--- src/rtl/baccarat_deal_ctrl_pkg.sv ---
// Shared types and helpers for the baccarat dealing controller.
// Optional build macro: AUTO_DEAL_EN adds the S_CLEAR state used for
// automatic re-dealing.
package baccarat_pkg;

  localparam int unsigned NATURAL_MIN_DEFAULT = 8;

  localparam logic [3:0] RANK_J = 4'd11;
  localparam logic [3:0] RANK_Q = 4'd12;
  localparam logic [3:0] RANK_K = 4'd13;

  typedef enum logic [3:0] {
    S_P1    = 4'd0,
    S_D1    = 4'd1,
    S_P2    = 4'd2,
    S_D2    = 4'd3,
    S_EVAL1 = 4'd4,
    S_P3    = 4'd5,
    S_EVAL2 = 4'd6,
    S_D3    = 4'd7,
    S_FINAL = 4'd8,
    S_DONE  = 4'd9
`ifdef AUTO_DEAL_EN
    ,
    S_CLEAR = 4'd10
`endif
  } state_t;

  // Baccarat point value of a rank: A..9 count face value, 10/J/Q/K and
  // invalid encodings count zero.
  function automatic logic [3:0] card_value(input logic [3:0] rank);
    logic [3:0] v;
    v = 4'd0;
    if ((rank >= 4'd1) && (rank <= 4'd9)) begin
      v = rank;
    end
    return v;
  endfunction

endpackage

--- src/rtl/baccarat_deal_ctrl_if.sv ---
// Controller <-> card datapath signal bundle.
// Optional build macro: AUTO_DEAL_EN adds new_round / clear_hand.
interface baccarat_deal_ctrl_if;
  logic [3:0] pscore;
  logic [3:0] dscore;
  logic [3:0] pcard3;
  logic       load_pcard1;
  logic       load_pcard2;
  logic       load_pcard3;
  logic       load_dcard1;
  logic       load_dcard2;
  logic       load_dcard3;
  logic       player_win_light;
  logic       dealer_win_light;
`ifdef AUTO_DEAL_EN
  logic       new_round;
  logic       clear_hand;
`endif

  // Controller side
  modport master (
    input  pscore, dscore, pcard3,
    output load_pcard1, load_pcard2, load_pcard3,
    output load_dcard1, load_dcard2, load_dcard3,
    output player_win_light, dealer_win_light
`ifdef AUTO_DEAL_EN
    ,
    input  new_round,
    output clear_hand
`endif
  );

  // Datapath / top-level side
  modport slave (
    output pscore, dscore, pcard3,
    input  load_pcard1, load_pcard2, load_pcard3,
    input  load_dcard1, load_dcard2, load_dcard3,
    input  player_win_light, dealer_win_light
`ifdef AUTO_DEAL_EN
    ,
    output new_round,
    input  clear_hand
`endif
  );
endinterface

--- src/rtl/baccarat_deal_ctrl_dealer_rule.sv ---
// Dealer third-card decision, applied after the player has drawn a third
// card. Purely combinational.
module baccarat_dealer_rule (
  input  logic [3:0] dscore,
  input  logic [3:0] pcard3_val,
  output logic       draw
);

  // Draw table indexed by the dealer's two-card score and the player's
  // third-card value; scores of 7 and above (including out-of-range) stand.
  always_comb begin
    draw = 1'b0;
    case (dscore)
      4'd0, 4'd1, 4'd2: draw = 1'b1;
      4'd3:    draw = (pcard3_val != 4'd8);
      4'd4:    draw = (pcard3_val >= 4'd2) && (pcard3_val <= 4'd7);
      4'd5:    draw = (pcard3_val >= 4'd4) && (pcard3_val <= 4'd7);
      4'd6:    draw = (pcard3_val >= 4'd6) && (pcard3_val <= 4'd7);
      default: draw = 1'b0;
    endcase
  end

endmodule

--- src/rtl/baccarat_deal_ctrl.sv ---
// Baccarat dealing sequencer: issues one-cycle card load strobes in dealing
// order, applies the natural and third-card rules to the datapath scores and
// registers the win lights once the hand is complete.
// Optional build macro: AUTO_DEAL_EN (new_round input, clear_hand output,
// S_CLEAR state for starting another hand without reset).
module baccarat_deal_ctrl
  import baccarat_pkg::*;
#(
  parameter int unsigned NATURAL_MIN = NATURAL_MIN_DEFAULT
) (
  input logic                 slow_clock,
  input logic                 resetb,
  baccarat_deal_ctrl_if.master bus
);

  localparam logic [3:0] NAT_THR = 4'(NATURAL_MIN);

  state_t     state_q, state_d;
  logic       player_win_q, player_win_d;
  logic       dealer_win_q, dealer_win_d;
  logic       dealer_draw;
  logic [3:0] pcard3_val;
  logic [5:0] strobes;  // {p1, d1, p2, d2, p3, d3}
`ifdef AUTO_DEAL_EN
  logic       clear_hand;
`endif

  assign pcard3_val = card_value(bus.pcard3);

  baccarat_dealer_rule u_dealer_rule (
    .dscore     (bus.dscore),
    .pcard3_val (pcard3_val),
    .draw       (dealer_draw)
  );

  // State and win-light registers; reset returns to the first deal.
  always_ff @(posedge slow_clock or negedge resetb) begin
    if (!resetb) begin
      state_q      <= S_P1;
      player_win_q <= 1'b0;
      dealer_win_q <= 1'b0;
    end else begin
      state_q      <= state_d;
      player_win_q <= player_win_d;
      dealer_win_q <= dealer_win_d;
    end
  end

  // Next-state, light capture and Moore strobe decode.
  always_comb begin
    state_d      = state_q;
    player_win_d = player_win_q;
    dealer_win_d = dealer_win_q;
    strobes      = 6'b000000;
`ifdef AUTO_DEAL_EN
    clear_hand   = 1'b0;
`endif
    case (state_q)
      S_P1: begin
        strobes = 6'b100000;
        state_d = S_D1;
      end
      S_D1: begin
        strobes = 6'b010000;
        state_d = S_P2;
      end
      S_P2: begin
        strobes = 6'b001000;
        state_d = S_D2;
      end
      S_D2: begin
        strobes = 6'b000100;
        state_d = S_EVAL1;
      end
      S_EVAL1: begin
        if ((bus.pscore >= NAT_THR) || (bus.dscore >= NAT_THR)) begin
          state_d = S_FINAL;
        end else if (bus.pscore <= 4'd5) begin
          state_d = S_P3;
        end else if (bus.dscore <= 4'd5) begin
          state_d = S_D3;
        end else begin
          state_d = S_FINAL;
        end
      end
      S_P3: begin
        strobes = 6'b000010;
        state_d = S_EVAL2;
      end
      S_EVAL2: begin
        state_d = dealer_draw ? S_D3 : S_FINAL;
      end
      S_D3: begin
        strobes = 6'b000001;
        state_d = S_FINAL;
      end
      S_FINAL: begin
        // Scores now include every loaded card; a tie lights both.
        state_d      = S_DONE;
        player_win_d = (bus.pscore >= bus.dscore);
        dealer_win_d = (bus.dscore >= bus.pscore);
      end
      S_DONE: begin
`ifdef AUTO_DEAL_EN
        if (bus.new_round) begin
          state_d      = S_CLEAR;
          player_win_d = 1'b0;
          dealer_win_d = 1'b0;
        end
`endif
      end
`ifdef AUTO_DEAL_EN
      S_CLEAR: begin
        clear_hand = 1'b1;
        state_d    = S_P1;
      end
`endif
      default: begin
        state_d = S_P1;
      end
    endcase
  end

  assign bus.load_pcard1      = strobes[5];
  assign bus.load_dcard1      = strobes[4];
  assign bus.load_pcard2      = strobes[3];
  assign bus.load_dcard2      = strobes[2];
  assign bus.load_pcard3      = strobes[1];
  assign bus.load_dcard3      = strobes[0];
  assign bus.player_win_light = player_win_q;
  assign bus.dealer_win_light = dealer_win_q;
`ifdef AUTO_DEAL_EN
  assign bus.clear_hand       = clear_hand;
`endif

endmodule

--- src/flat_wrapper.sv ---
// flat-port wrapper written by rule: the top's interface ports become plain ports
module baccarat_deal_ctrl_flat import baccarat_pkg::*;
#(
  parameter int unsigned NATURAL_MIN = NATURAL_MIN_DEFAULT
)
  (slow_clock, resetb, bus_pscore, bus_dscore, bus_pcard3, bus_load_pcard1, bus_load_pcard2, bus_load_pcard3, bus_load_dcard1, bus_load_dcard2, bus_load_dcard3, bus_player_win_light, bus_dealer_win_light);
  baccarat_deal_ctrl_if bus_i ();
  input logic slow_clock;
  input logic resetb;
  input wire logic [$bits(bus_i.pscore)-1:0] bus_pscore;
  input wire logic [$bits(bus_i.dscore)-1:0] bus_dscore;
  input wire logic [$bits(bus_i.pcard3)-1:0] bus_pcard3;
  output wire logic [$bits(bus_i.load_pcard1)-1:0] bus_load_pcard1;
  output wire logic [$bits(bus_i.load_pcard2)-1:0] bus_load_pcard2;
  output wire logic [$bits(bus_i.load_pcard3)-1:0] bus_load_pcard3;
  output wire logic [$bits(bus_i.load_dcard1)-1:0] bus_load_dcard1;
  output wire logic [$bits(bus_i.load_dcard2)-1:0] bus_load_dcard2;
  output wire logic [$bits(bus_i.load_dcard3)-1:0] bus_load_dcard3;
  output wire logic [$bits(bus_i.player_win_light)-1:0] bus_player_win_light;
  output wire logic [$bits(bus_i.dealer_win_light)-1:0] bus_dealer_win_light;
  assign bus_i.pscore = bus_pscore;
  assign bus_i.dscore = bus_dscore;
  assign bus_i.pcard3 = bus_pcard3;
  assign bus_load_pcard1 = bus_i.load_pcard1;
  assign bus_load_pcard2 = bus_i.load_pcard2;
  assign bus_load_pcard3 = bus_i.load_pcard3;
  assign bus_load_dcard1 = bus_i.load_dcard1;
  assign bus_load_dcard2 = bus_i.load_dcard2;
  assign bus_load_dcard3 = bus_i.load_dcard3;
  assign bus_player_win_light = bus_i.player_win_light;
  assign bus_dealer_win_light = bus_i.dealer_win_light;
  baccarat_deal_ctrl #(.NATURAL_MIN(NATURAL_MIN)) u_core (.slow_clock(slow_clock), .resetb(resetb), .bus(bus_i));
endmodule
--- config.mk ---
export PLATFORM = sky130hd
export DESIGN_NAME = baccarat_deal_ctrl_flat
export DESIGN_NICKNAME = d
export VERILOG_FILES = /design/src/rtl/baccarat_deal_ctrl_pkg.sv /design/src/rtl/baccarat_deal_ctrl_if.sv /design/src/rtl/baccarat_deal_ctrl_dealer_rule.sv /design/src/rtl/baccarat_deal_ctrl.sv /design/src/flat_wrapper.sv
export SDC_FILE = /design/constraint.sdc
export NUM_CORES = 1
export LEC_CHECK = 0
export BUFFER_PORTS_ARGS = -buffer_cell sky130_fd_sc_hd__buf_2
export CAP_MARGIN = 20
export CORE_AREA = 4 4 42 44
export DETAILED_ROUTE_END_ITERATION = 16
export DIE_AREA = 0 0 46 48
export PLACE_DENSITY = 0.68
export SYNTH_ARGS = -nofsm -noshare
export SYNTH_HDL_FRONTEND = slang
export SYNTH_SLANG_ARGS = --single-unit
--- constraint.sdc ---
create_clock -name slow_clock -period 3.6 [get_ports slow_clock]
set_input_delay 0.18 -clock slow_clock [delete_from_list [all_inputs] [get_ports slow_clock]]
set_output_delay 0.18 -clock slow_clock [all_outputs]
set_load 0.02 [all_outputs]
-- Word level (Yosys, flattened, before mapping)
Cells that the tools add are included.
- bits in registers: 6
- output and inout bits: 8
- logic and storage cells: 47
- bits of input ports: 14
- reductions and logical operators: 8
- order comparisons: 12
- mux-type cells: 8
- equal/unequal tests: 16
- operators by type and width (cell ; number):
    case mux 4 bit (10 select lines) ; 1
    case mux 6 bit (6 select lines) ; 1
    equality test 4 x 3 -> 1 bit (second input constant) ; 7
    two-way mux 4 bit ; 5
    equality test 4 x 2 -> 1 bit (second input constant) ; 4
    <= comparator 4 x 3 -> 1 bit (second input constant) ; 3
    equality test 4 x 1 -> 1 bit (second input constant) ; 2
    equality test 4 bit (second input constant) ; 2
    greater-or-equal comparator 4 x 3 -> 1 bit (second input constant) ; 2
    greater-or-equal comparator 4 bit ; 2
    greater-or-equal comparator 4 bit (second input constant) ; 2
    logical NOT 4 bit ; 2
    case mux 1 bit (5 select lines) ; 1
    greater-or-equal comparator 4 x 1 -> 1 bit (second input constant) ; 1
    greater-or-equal comparator 4 x 2 -> 1 bit (second input constant) ; 1
    <= comparator 4 bit (second input constant) ; 1
    logical AND 1 bit ; 4
    inequality test 4 bit (second input constant) ; 1
    OR reduction 3 bit ; 1
    logical OR 1 bit ; 1

-- Longest topological paths before layout
- word-level depth: 8
- depth in mapped cells: 6
- depth with buffers taken out: 6

-- Hierarchy
Synthesis repeated with hierarchy kept, for this count alone.
- cell total of the unflattened synthesis: 74
- area total of the unflattened synthesis: 625.6 µm²
- by module, submodules not included (module ; area each (µm²) ; cells each ; seq. area each (µm²) ; times used):
    baccarat_deal_ctrl ; 573.0 ; 68 ; 150.1 ; 1
    baccarat_dealer_rule ; 52.6 ; 6 ; 0.0 ; 1

-- Worst setup path before layout
Ideal clock, no wire load.
- path type: reg2out
- start: register u_core.state_q[1]
- end: output port bus_load_pcard1
- arrival time: 1329 ps
- required time: 3420 ps
- cell stages (with the launch flop): 3
- path slack: 2091 ps
- path buffers: 1
- cell sequence: dfrtp_1 > clkbuf_1 > nor4_1
- cells in the longest elaborated chain, start to end: 2
- elaborated cells between the ends (all ways): 7
- those cells by class: eq/ne (5); mux (1); reduce/logical (1)
- RTL lines (item ; line ; text):
    start, declared ; baccarat_deal_ctrl.sv:18 ; state_t state_q, state_d;
    start signal, assigned ; baccarat_deal_ctrl.sv:43 ; state_q <= state_d;
    equality test 4 x 3 -> 1 bit, or another cell as far along ; baccarat_deal_ctrl.sv:58 ; case (state_q)
    case mux 6 bit (6 select lines) (*) ; baccarat_deal_ctrl.sv:58 ;
    end, declared ; flat_wrapper.sv:13 ; output wire logic [$bits(bus_i.load_pcard1)-1:0] bus_load_pcard1;
Every way passes the cells marked *; elsewhere a longest branch is shown, timed or not.

-- Worst setup path after layout
- start: register u_core.state_q[1]
- end: output port bus_load_dcard3
- cells in the longest elaborated chain, start to end: 2
- elaborated cells between the ends (all ways): 7
- those cells by class: eq/ne (5); mux (1); reduce/logical (1)
- RTL lines (item ; line ; text):
    equality test 4 x 3 -> 1 bit, or another cell as far along ; baccarat_deal_ctrl.sv:58 ;
    case mux 6 bit (6 select lines) (*) ; baccarat_deal_ctrl.sv:58 ;
    end, declared ; flat_wrapper.sv:18 ; output wire logic [$bits(bus_i.load_dcard3)-1:0] bus_load_dcard3;
Marks and branches as above.

==> results.yml <==
critical_path:
  crit_start: "u_core.state_q[1]"
  cp-endpoint: "bus_load_dcard3"
  worst-path-stages: 3
  crit_type: "reg2out"
  crit_arrival_ps: 1350
  crit_buf_inv: 1
  r2r.worst_path.cells: 4
  start_kind: "flip-flop"
  crit_path_top_delay_cell: "dfrtp_1"
  critPathMaxFanout: 13
  rr_startpoint: "u_core.state_q[2]"
  worstReg2RegEnd: "u_core.bus.player_win_light"
  cp_cell_sequence: "nand2_1 > nor2_1 > buf_2"
  critPathTopFamily: "flip-flops"
  worst_setup_path_end_kind: "output pin"
  crit_path_max_incr_delay_ps: 590
  ff2ff_setup_slack_ps: 2170
  required_ps: 3420
global_route:
  antenna_found_initial: 0
  grt_pass1_wl_mm: 2.18
  grt_util_all_layers_pct: 13.7
  grt_max_degree: 14
  grt_pass1_vias: 510
  grt-ovfl-total: 0
finish:
  utilization_pct: 49.1
  nets: 113
  drive_gt1_share_pct: 28.0
  antenna_cells: 0
  finalInstanceArea_sq_um: 706
  area.growth.synth_to_final_pct: 25.3
floorplan:
  start_util_pct: 39.2
  std_cell_rows: 14
  core_sq_mm: 0.00144
  dieHeight_um: 48
  ioPinCount: 22
  dieArea_sq_mm: 0.00221
  die_w_um: 46
sta:
  setup_viol: 0
  timing_worst_slew_pin_value_ps: 452
  rsz0062_at_grt: "false"
  min_period_ps: 1530
  finalHoldViolations: 0
  finalSetupTns_ps: 0
  max_freq_mhz: 655
  skew_ps: 0.290
  final.period_utilization_pct: 42.4
  slew_headroom_pct: 69.6
  whs_ps: 294
  drv_slew: 0
placed_design:
  dp_hpwl_mm: 1.06
  io_buffer_count: 21
  routabilityCongestion: 0.702
  place_area_sq_um: 673
power_and_ir_drop:
  leakage_nw: 0.336
  total_power_mw: 0.436
  peakVddDrop_v: 0.000312
  power_density_mw_per_mm2: 617
yosys:
  ys_seq_area_share_pct: 26.7
  netlist_area_sq_um: 563
  synthFlopType: "dfrtp_1"
  syn_avg_cell_area_sq_um: 7.82
  synth_edf_count: 0
  ys_ff_latch: 6
  synth_cells: 72
  ys_types: 27
  synth-async-reset-ratio_pct: 100
  synth_nets: 90
  yosysWarnings: 0
cts:
  cts_tree: "built"
  cts_resized: 0
  cts_buffers: 3
  cts_sinks: 6
  clkSlewWorstSetupHoldPaths_ps: 40
  cts-root-buf: "clkbuf_4"
  clk-insertion-delay-late_ps: 240
  clockBufferDepth: 2
  htreeDepth: 1
route:
  avgViaCountPerCell: 5.41
  firstDrtPassIters: 4
  antenna_left: 0
  wl_per_cell_um: 12.0
  drt_wl_total_mm: 1.31
  drc: 0
  drt_iter0_drc: 12
  vias: 590
outcome:
  status: "finished clean"
worst_hold_path:
  hold_path.class: "in2async"
flow_run:
  cap_violations: 0
synthesized netlist by cell type, drive strengths merged (2+ instances only):
master	n	area, sq um
clkbuf	4	15.0
nand2b	3	18.8
a21oi	4	20.0
nand2	7	26.3
nor2	8	30.0
and2	2	12.5
o21ai	2	10.0
inv	6	22.5
ha	4	50.1
o31a	2	17.5
nor4	3	18.8
nand4	2	12.5
dfrtp	6	150
nor3	6	30.0
repair_timing:
| item | in CTS | in global routing |
|---|---|---|
| hold buffers | 1 | 0 |
| endpoints found under the hold margin | 6 | 0 |
| setup buffers | 0 | 0 |
state kept, by name (all words and copies together), names as in the netlist:
register / flops
u_core.bus.dealer_win_light: 1
u_core.bus.player_win_light: 1
u_core.state_q: 4
where the power goes:
group	total (mW)	internal [mW]	switching (mW)
clock network	0.0615	0.0377	0.0239
logic	0.224	0.102	0.122
registers	0.150	0.0948	0.0556
total	0.436	0.234	0.201
metrics by stage:
stage / setup WS, ps / instances
final: 2070 / 109
after global routing: 1970 / 109
after CTS: 2060 / 109
after detailed placement: 2190 / 105
after global placement: 2220 / 105
after floorplan: 2090 / 72
worst min-delay path by stage:
stage | slack [ps] | cells after the start | end | startpoint
floorplan | -120 | 0 | u_core.bus.dealer_win_light | resetb
global placement | 10 | 1 | u_core.state_q[3] | resetb
detailed placement | 10 | 1 | u_core.state_q[3] | resetb
CTS | 290 | 2 | u_core.state_q[0] | resetb
global route | 300 | 2 | u_core.bus.dealer_win_light | resetb
finish | 290 | 2 | u_core.state_q[1] | resetb
worst register-to-register path: cells and delay by family, from the launching register on:
family          cells  cell delay (ps)
compound gates      1              170
flops               1              500
simple gates        3              650
routing by layer:
metal	wire, um	vias to the layer above	global-route usage [%]
met5	0	-	0
met4	0	0	1.70
met3	91	0	5.64
li1	-	306	-
met1	585	268	17.1
met2	629	16	22.8
cell type report:
| type | instances | area, sq um |
|---|---|---|
| timing repair buffer | 22 | 115 |
| sequential | 6 | 150 |
| fill | 149 | 731 |
| inverter | 6 | 22.5 |
| tap | 16 | 20.0 |
| clock buffer | 3 | 22.5 |
| multi-input combinational | 56 | 375 |
cell families after synthesis:
| family | Yosys count | synth area share, % |
|---|---|---|
| DFF | 6 | 26.7 |
| adders and majority gates | 4 | 8.89 |
| xor gates and xnor gates | 1 | 1.56 |
| buffers and inverters | 10 | 6.67 |
| AOI/OAI and AO/OA | 15 | 20.9 |
| and+or+nand+nor | 36 | 35.3 |
cells in the final DEF (no fill, tap or decap):
master	count
a21oi_1	4
a311oi_1	1
a31oi_1	1
and2_1	2
buf_2	21
clkbuf_4	3
dfrtp_1	6
dlygate4sd3_1	1
ha_1	4
inv_1	6
nand2_1	7
nand2b_1	3
nand4_1	2
nand4bb_1	1
nor2_1	8
nor2b_1	1
nor3_1	6
nor3b_1	1
nor4_1	3
nor4b_2	1
nor4bb_1	1
o2111ai_1	1
o211a_1	1
o21ai_0	2
o22a_1	1
o31a_1	2
o32ai_2	1
o41a_1	1
xor2_1	1
Power figures use the tool's default switching activity.
